`config.mk`:
```
export PLATFORM = sky130hd
export DESIGN_NAME = midi_parameter_bank
export DESIGN_NICKNAME = d
export VERILOG_FILES = /design/src/rtl/midi_parameter_bank.sv
export SDC_FILE = /design/constraint.sdc
export NUM_CORES = 1
export LEC_CHECK = 0
export ABC_AREA = 1
export BUFFER_PORTS_ARGS = -buffer_cell sky130_fd_sc_hd__buf_2
export CAP_MARGIN = 20
export CORE_MARGIN = 3
export CORE_UTILIZATION = 35
export DETAILED_ROUTE_END_ITERATION = 7
export PLACE_DENSITY = 0.53
export RECOVER_POWER = 100
export SYNTH_ARGS = -nofsm -noshare
export SYNTH_HDL_FRONTEND = slang
export SYNTH_SLANG_ARGS = --single-unit
```
`constraint.sdc`:
```
create_clock -name clock_50_000_000 -period 1.9 [get_ports clock_50_000_000]
set_input_delay 0 -clock clock_50_000_000 [delete_from_list [all_inputs] [get_ports clock_50_000_000]]
set_output_delay 0 -clock clock_50_000_000 [all_outputs]
set_load 0.01 [all_outputs]
```
`src/rtl/midi_parameter_bank.sv`:
```
// Per-channel MIDI CC parameter bank with a runtime-remappable CC map and a MIDI-learn FSM.
// Define PARAM_14BIT_EN for 14-bit values (CC n / n+32 MSB/LSB pairing).
module midi_parameter_bank #(
  parameter int unsigned NUM_CHANNELS  = 4,
  parameter int unsigned NUM_PARAMS    = 8,
  parameter logic [6:0]  CC_BASE       = 7'd20,
  parameter logic [6:0]  DEFAULT_VALUE = 7'd64,
  parameter int unsigned LEARN_TIMEOUT = 50_000_000,
  localparam int unsigned SW = (NUM_PARAMS > 1) ? $clog2(NUM_PARAMS) : 1,
`ifdef PARAM_14BIT_EN
  localparam int unsigned PW = 14
`else
  localparam int unsigned PW = 7
`endif
) (
  input  logic                                 clock_50_000_000,
  input  logic                                 reset_l,
  input  logic                                 message_ready,
  input  logic [3:0]                           msg_status,
  input  logic [3:0]                           msg_channel,
  input  logic [6:0]                           msg_data1,
  input  logic [6:0]                           msg_data2,
  input  logic                                 learn_start,
  input  logic [SW-1:0]                        learn_slot,
  output logic                                 learn_busy,
  output logic                                 learn_done,
  output logic                                 learn_timeout,
  output logic [NUM_CHANNELS*NUM_PARAMS*PW-1:0] parameters,
  output logic [NUM_CHANNELS*NUM_PARAMS-1:0]    parameter_changes
);

  localparam int unsigned NV    = NUM_CHANNELS * NUM_PARAMS;
  localparam int unsigned TW    = (LEARN_TIMEOUT > 2) ? $clog2(LEARN_TIMEOUT) : 1;
  localparam logic [TW-1:0] TLAST = TW'(LEARN_TIMEOUT - 1);
  localparam logic [6:0] CC_CTRL_RESET = 7'd121;
  localparam logic [6:0] CC_MODE_FIRST = 7'd120;
`ifdef PARAM_14BIT_EN
  localparam logic [PW-1:0] DEF_PW = {DEFAULT_VALUE, 7'd0};
`else
  localparam logic [PW-1:0] DEF_PW = DEFAULT_VALUE;
`endif

  typedef enum logic [0:0] {ST_IDLE, ST_ARMED} state_e;

  state_e                     state_q, state_d;
  logic [SW-1:0]              slot_q, slot_d;
  logic [TW-1:0]              cnt_q, cnt_d;
  logic [NUM_PARAMS-1:0][6:0] map_q, map_d;
  logic [NV*PW-1:0]           val_q, val_d;
  logic [NV-1:0]              chg_q, chg_d;
  logic                       done_q, done_d;
  logic                       tout_q, tout_d;

  logic accept, mode_msg, learn_ok, start_ok;

  always_comb begin
    accept   = message_ready && (msg_status == 4'hB) && (32'(msg_channel) < NUM_CHANNELS);
    mode_msg = (msg_data1 >= CC_MODE_FIRST);
`ifdef PARAM_14BIT_EN
    learn_ok = accept && (msg_data1 < 7'd32);
`else
    learn_ok = accept && !mode_msg;
`endif
    start_ok = learn_start && (32'(learn_slot) < NUM_PARAMS);
  end

  // Learn FSM plus value/strobe update; writes use the post-learn map so a binding message lands at once.
  always_comb begin
    state_d = state_q;
    slot_d  = slot_q;
    cnt_d   = cnt_q;
    map_d   = map_q;
    val_d   = val_q;
    chg_d   = '0;
    done_d  = 1'b0;
    tout_d  = 1'b0;

    case (state_q)
      ST_IDLE: begin
        if (start_ok) begin
          state_d = ST_ARMED;
          slot_d  = learn_slot;
          cnt_d   = '0;
        end
      end
      ST_ARMED: begin
        if (start_ok) begin
          slot_d = learn_slot;
          cnt_d  = '0;
        end else if (learn_ok) begin
          map_d[slot_q] = msg_data1;
          done_d        = 1'b1;
          state_d       = ST_IDLE;
        end else if (cnt_q == TLAST) begin
          tout_d  = 1'b1;
          state_d = ST_IDLE;
        end else begin
          cnt_d = cnt_q + TW'(1);
        end
      end
      default: state_d = ST_IDLE;
    endcase

    for (int c = 0; c < NUM_CHANNELS; c++) begin
      if (accept && (msg_channel == 4'(c))) begin
        for (int k = 0; k < NUM_PARAMS; k++) begin
          if (msg_data1 == CC_CTRL_RESET) begin
            val_d[(c*NUM_PARAMS+k)*PW +: PW] = DEF_PW;
            chg_d[c*NUM_PARAMS+k]            = 1'b1;
          end else if (!mode_msg) begin
            if (map_d[k] == msg_data1) begin
`ifdef PARAM_14BIT_EN
              val_d[(c*NUM_PARAMS+k)*PW +: PW] = {msg_data2, 7'd0};
`else
              val_d[(c*NUM_PARAMS+k)*PW +: PW] = msg_data2;
`endif
              chg_d[c*NUM_PARAMS+k] = 1'b1;
            end
`ifdef PARAM_14BIT_EN
            else if ((map_d[k] < 7'd32) && ((map_d[k] + 7'd32) == msg_data1)) begin
              val_d[(c*NUM_PARAMS+k)*PW +: 7] = msg_data2;
              chg_d[c*NUM_PARAMS+k]           = 1'b1;
            end
`endif
          end
        end
      end
    end
  end

  always_ff @(posedge clock_50_000_000 or negedge reset_l) begin
    if (!reset_l) begin
      state_q <= ST_IDLE;
      slot_q  <= '0;
      cnt_q   <= '0;
      chg_q   <= '0;
      done_q  <= 1'b0;
      tout_q  <= 1'b0;
      for (int i = 0; i < NV; i++) val_q[i*PW +: PW] <= DEF_PW;
      for (int k = 0; k < NUM_PARAMS; k++) map_q[k] <= 7'(CC_BASE + 7'(k));
    end else begin
      state_q <= state_d;
      slot_q  <= slot_d;
      cnt_q   <= cnt_d;
      map_q   <= map_d;
      val_q   <= val_d;
      chg_q   <= chg_d;
      done_q  <= done_d;
      tout_q  <= tout_d;
    end
  end

  assign learn_busy        = (state_q == ST_ARMED);
  assign learn_done        = done_q;
  assign learn_timeout     = tout_q;
  assign parameters        = val_q;
  assign parameter_changes = chg_q;

endmodule

```
## Word-level counts from Yosys, hierarchy flattened

Cells that the tools add are included.

- Add/subtract/negate cells: 1
- Magnitude comparators: 4
- Equality and inequality tests: 18
- Mux-type cells: 76
- Bitwise logic cells: 1
- Reductions and logical operators: 51

Operators by type and width:

| cell | number |
|---|---|
| 7-bit 2-to-1 mux | 25 |
| 56-bit 2-to-1 mux | 3 |
| 26-bit 2-to-1 mux | 4 |
| 3-bit AND reduction | 33 |
| 56-bit bitwise mux | 1 |
| 7-bit == test | 8 |
| 26-bit one-hot mux with 2 select lines | 1 |
| 1-bit 2-to-1 mux | 35 |
| 8-bit 2-to-1 mux | 4 |
| 26-bit by 1-bit adder with 26-bit output (second input constant) | 1 |
| 26-bit == test (second input constant) | 1 |
| 7-bit demux with 3-bit select | 1 |
| 2-bit nonzero test | 8 |
| 4-bit by 2-bit == test with 1-bit output (second input constant) | 2 |
| 1-bit logical AND | 8 |
| 7-bit == test (second input constant) | 1 |
| 7-bit >= comparator (second input constant) | 1 |
| 3-bit inequality test (second input constant) | 2 |
| 4-bit by 1-bit == test with 1-bit output (second input constant) | 1 |
| 4-bit == test (second input constant) | 1 |
| 4-bit logical NOT | 1 |
| 3-bit by 4-bit < comparator with 1-bit output (second input constant) | 1 |
| 4-bit by 3-bit < comparator with 1-bit output (second input constant) | 1 |
| 3-bit by 1-bit >= comparator with 1-bit output (second input constant) | 1 |
| 6 further kinds | 6 |

- Flip-flop bits (word level): 344
- Input bits: 29
- Output and inout port bits: 259
- Logic and storage cells: 197

## Depth between registers and ports, before layout

- Depth after elaboration: 13
- Mapped depth: 17
- Gate-level depth less buffers: 14

## Worst setup path before layout

OpenSTA, ideal clock, no wires.

- Path type: reg-to-reg
- Start: reg state_q, in the netlist learn_busy
- End: reg val_q[119], in the netlist parameters[119]
- Library setup time: 117 ps
- Arrival: 1962 ps
- Data required time: 1783 ps
- Path slack: -179 ps
- Cell stages (with the launch flop): 13
- Path buffers: 1
- Clock period less this slack: 2079 ps
- Cells stage by stage: dfrtp_1 -> inv_1 -> nor2_8 -> nand4_4 -> buf_2 -> nand3_1 -> nand2_1 -> nor2_1 -> nand2_1 -> o21ai_2 -> nand3_2 -> nand2_1 -> nand2_1

- Word-level cells in the longest chain between the ends: 4

RTL lines:

| what | line | text |
|---|---|---|
| start: declaration | 45 | `state_e state_q, state_d;` |
| start signal: assignment | 142 | `state_q <= state_d;` |
| 56-bit 2-to-1 mux | 78 | `case (state_q)` |
| 7-bit == test | 111 | `if (map_d[k] == msg_data1) begin` |
| 2-bit nonzero test (no source line) | -- |  |
| 3-bit AND reduction (no source line) | -- |  |
| end signal: assignment | 146 | `val_q <= val_d;` |
| end: declaration | 49 | `logic [NV*PW-1:0] val_q, val_d;` |

No other way between the ends.
A chain may end at the register's enable or synchronous reset.

## Final worst setup path

- Start: reg slot_q[2]
- End: reg val_q[72], in the netlist parameters[72]

- Word-level cells in the longest chain between the ends: 11
- Elaborated cells between the ends (all ways): 12
- Classes of those cells: order compare (2); eq/ne (1); mux (6); reduce/logical (3)

RTL lines:

| what | line | text |
|---|---|---|
| start: declaration | 46 | `logic [SW-1:0] slot_q, slot_d;` |
| start signal: assignment | 143 | `slot_q <= slot_d;` |
| 3-bit by 4-bit < comparator with 1-bit output (not written as such) or 3-bit by 1-bit >= comparator with 1-bit output (tied branches) | 91 | `map_d[slot_q] = msg_data1;` |
| 1-bit logical AND (not written as such) | 91 |  |
| 7-bit 2-to-1 mux (not written as such) | 91 |  |
| 7-bit demux with 3-bit select * | 91 |  |
| 56-bit bitwise mux * | 91 |  |
| 56-bit 2-to-1 mux * | 90 | `end else if (learn_ok) begin` |
| 56-bit 2-to-1 mux * | 87 | `if (start_ok) begin` |
| 56-bit 2-to-1 mux * | 78 |  |
| 7-bit == test * | 111 |  |
| 2-bit nonzero test (no source line) * | -- |  |
| 3-bit AND reduction (no source line) * | -- |  |

Every way passes the cells marked *; elsewhere a longest branch is shown, timed or not.

==> reports/metrics.yaml <==
yosys:
  postSynthCellCount: 1852
  ys_seq_area_share_pct: 54.8
  yosys_warnings: 0
  yosys.cell_types.count: 35
  synthFlopType: "sky130_fd_sc_hd__dfrtp_1"
  avgSynthCellArea_um2: 8.56
  synth_edf_count: 0
  synth-seq-cells: 344
  mappedNetlistArea_um2: 15800
  synth_largest_type_area_fraction_pct: 45.5
  async_flop_share_pct: 100
  synth.net_count: 1882
  top_cell_type_by_total_area_after_synthesis: "sky130_fd_sc_hd__dfrtp_1"
  post_synth_main_area_contributors: "sky130_fd_sc_hd__dfrtp_1 (45%), sky130_fd_sc_hd__nand2_1 (15%), sky130_fd_sc_hd__nand3_1 (9.7%)"
cts:
  clock_tree.buffer_depth: 3
  clk_latency_ns: 0.57
  cts.sink_count: 344
  tritoncts: "built"
  cts-htree-levels: 2
  clk_pin_slew_worst_paths_ns: 0.06
  number_of_cts_inserted_buffers: 40
  clock_tree.root_cell: "sky130_fd_sc_hd__clkbuf_16"
detailed_routing:
  routed_wire_length_per_instance_um: 19.8
  initialDrtViolationCount: 1359
  highest-signal-layer: "met5"
  route.final.wire_length_um: 58300
  met1_length_um: 25500
  drc: 0
  first_pass_iters: 5
  antenna_violating_nets_post_route: 0
  wl_met2_um: 27000
  via_count: 15000
  dr_wl_met3_um: 4370
  viasPerCell: 5.10
power:
  power_switching_share_pct: 24.6
  pwr-share-clk_pct: 47.4
  power.density_cell_area_nw_per_um2: 715
  seq_power_share_pct: 45.9
  p_switching_w: 0.00397
  p_leak_nw: 11.0
  vdd.ir_drop.worst_mv: 0.593
  comb_power_share_pct: 6.7
  internal_power_w: 0.0122
  finalPower_w: 0.0161
min_path:
  worst_hold_startpoint: "msg_status[1]"
  min_path_cells: 6
  hold-path-endpoint: "map_q[18]"
  hold_path_class: "input pin to flop"
setup_path:
  critPathRequiredTime_ns: 2.34
  cp_slowest_cell: "sky130_fd_sc_hd__dfrtp_1"
  worst-setup-path-type: "flop to flop"
  path_cells: "inv_2 > nand2_2 > nor2_4 > nand4_4 > buf_12 > nand3b_1 > nand2_1 > nor2_2 > nand2_2 > o21ai_4 > buf_6 > nand3_2 > buf_6 > nand2_1 > nand2_1"
  critical_path.max_fanout: 24
  regToRegStartpoint: "slot_q[2]"
  worstSetupEndpointType: "flop"
  reg2regPathDepth: 15
  critical-path-top-cell-by-count: "sky130_fd_sc_hd__nand2_1"
  worstPathArrival_ns: 2.63
  startpoint_type: "flop"
  crit_path_max_incr_delay_ns: 0.41
  worst_r2r_endpoint: "parameters[72]"
  reg2reg_setup_slack_ns: -0.29
timing:
  slew_headroom_pct: 35.8
  final.setup.worst_slack_ns: -0.293
  period_minus_slack_ns: 2.19
  fmax_mhz: 456
  final_count_of_hold_timing_violations: 0
  setup_repair_after_global_routing_missed_its_margin: "true"
  clock-skew-final_ns: 0.0162
  final.period_utilization_pct: 115
  finalSetupViolations: 278
  whs_ns: 0.0347
  worst_pin_slew_ns: 0.962
  drv_slew: 0
placement:
  placement.setup.worst_slack_ns: -0.405
  gp_congestion: 0.899
  port_buffers: 287
  post-dp-hpwl_um: 37600
global_routing:
  global_route.usage.total_pct: 23.0
  grt_first_pass_wirelength_um: 85700
  grt_overflow: 0
  grt_pass1_vias: 14000
  antenna_violations_before_repair: 1
  grt_start_max_net_pins: 58
outcome:
  violated_checks: "negative setup slack"
  run_status: "finished with violations"
cells_and_area:
  layout.cells.most_common_list: "sky130_fd_sc_hd__nand2_1 (532), sky130_fd_sc_hd__dfrtp_1 (288), sky130_fd_sc_hd__clkbuf_1 (264), sky130_fd_sc_hd__nand3_1 (257), sky130_fd_sc_hd__buf_4 (139)"
  area_delta_synth_final_pct: 42.5
  most_frequent_standard_cell_in_the_layout_excluding_fill_and_tap_cells: "sky130_fd_sc_hd__nand2_1"
  layout.core_utilization_pct: 50.7
  layout-drive-gt1-share_pct: 29.1
  layout.filler_cells: 4272
  numnets_final: 2359
  n_antenna_cell: 0
floorplanning:
  fp.coreArea_um2: 44500
  die_area_um2: 47900
  rows: 77
  initial_utilization_pct: 35.6
  num_io_pins: 288
  die_width_um: 219
  chipHeight_um: 219
flow_run:
  max_cap_violations: 0
how the worst max path moves through the flow:
stage          depth (start not counted)               endpoint  startpoint
3_5_place_dp                          13         parameters[31]  learn_busy
6_report                              15         parameters[72]   slot_q[2]
5_1_grt                               15         parameters[72]   slot_q[2]
2_1_floorplan                         12        parameters[140]  learn_busy
4_1_cts                               15         parameters[72]   slot_q[2]
3_3_place_gp                          12  parameter_changes[24]  learn_busy
critical path, delay by kind of cell, from the launching register on:
kind,cells,cell delay [ns]
AO/OA/AOI/OAI,1,0.17
flip-flops,1,0.41
buffers and inverters,4,0.58
AND/OR/NAND/NOR,10,0.91
power by group through the flow:
stage / Sequential (W) / Clock, W / Combinational [W]
after detailed placement: 0.00753 / 0 / 0.000898
after CTS: 0.00740 / 0.00781 / 0.00101
after floorplan: 0.00753 / 0 / 0.000344
after global routing: 0.00741 / 0.00812 / 0.00118
final: 0.00741 / 0.00764 / 0.00109
after global placement: 0.00753 / 0 / 0.000889
sequential cells by signal, indices dropped and copies added, names as in the netlist:
register	flops
parameters	224
map_q	56
parameter_changes	32
cnt_q	26
slot_q	3
learn_busy	1
learn_done	1
learn_timeout	1
metal layers:
layer,vias to the layer above,track usage (%)
li1,7014,-
met5,-,0
met3,97,4.69
met4,2,6.57
met2,538,36.3
met1,7395,32.4
kinds of logic after synthesis:
kind of cell,count (synthesis),synth area share [%]
adder cells (fa/ha/maj),1,0.0789
AO/OA/AOI/OAI,100,3.62
buffers and inverters,230,6.59
XOR/XNOR,19,1.05
flip-flops,344,54.8
AND/OR/NAND/NOR,1158,33.9
timing repair:
action	in CTS	in global routing
hold buffers	17	3
gates resized for setup	93	254
setup endpoints to repair	258	282
cloned	14	10
endpoints found under the hold margin	347	26
buffers inserted	13	31
pin swaps	50	64
area by class of cell:
cell class / count / area (um2) / area share (%)
clock buffer: 61 / 1170 / 5.18
clock inverter: 11 / 118 / 0.521
inverter: 120 / 455 / 2.02
multi-input combinational: 1286 / 7520 / 33.3
sequential: 344 / 8680 / 38.4
tap: 592 / 741 / 3.28
timing repair buffer: 537 / 3890 / 17.2
per-stage QoR:
stage                     area, um2  cells  TNS (ns)
after CTS                     21600   2908    -47.60
after global routing          22600   2951    -97.89
after floorplan               15900   1852    -31.40
final                         22600   2951    -51.44
after detailed placement      19300   2792    -71.75
after global placement        19300   2791    -64.09
cell usage after synthesis, types with 2 or more instances:
library cell / instances
sky130_fd_sc_hd__nand3b_1: 36
sky130_fd_sc_hd__o41ai_1: 11
sky130_fd_sc_hd__a21oi_1: 4
sky130_fd_sc_hd__nand4_4: 8
sky130_fd_sc_hd__buf_6: 17
sky130_fd_sc_hd__nor2_8: 2
sky130_fd_sc_hd__inv_2: 4
sky130_fd_sc_hd__o21ai_0: 69
sky130_fd_sc_hd__clkbuf_1: 52
sky130_fd_sc_hd__buf_2: 34
sky130_fd_sc_hd__buf_4: 3
sky130_fd_sc_hd__o21ai_2: 8
sky130_fd_sc_hd__nand2_1: 643
sky130_fd_sc_hd__nand3_2: 32
sky130_fd_sc_hd__nor3_1: 21
sky130_fd_sc_hd__dfrtp_1: 288
sky130_fd_sc_hd__xor2_1: 17
sky130_fd_sc_hd__nand2_2: 5
sky130_fd_sc_hd__dfstp_2: 56
sky130_fd_sc_hd__nor4_1: 6
sky130_fd_sc_hd__inv_1: 115
sky130_fd_sc_hd__nor2_1: 77
sky130_fd_sc_hd__xnor2_1: 2
sky130_fd_sc_hd__nand3_1: 306
sky130_fd_sc_hd__o21ai_1: 7
sky130_fd_sc_hd__buf_1: 4
sky130_fd_sc_hd__nand4_1: 12
sky130_fd_sc_hd__nor2_2: 6
(Power assumes the default switching activity.)
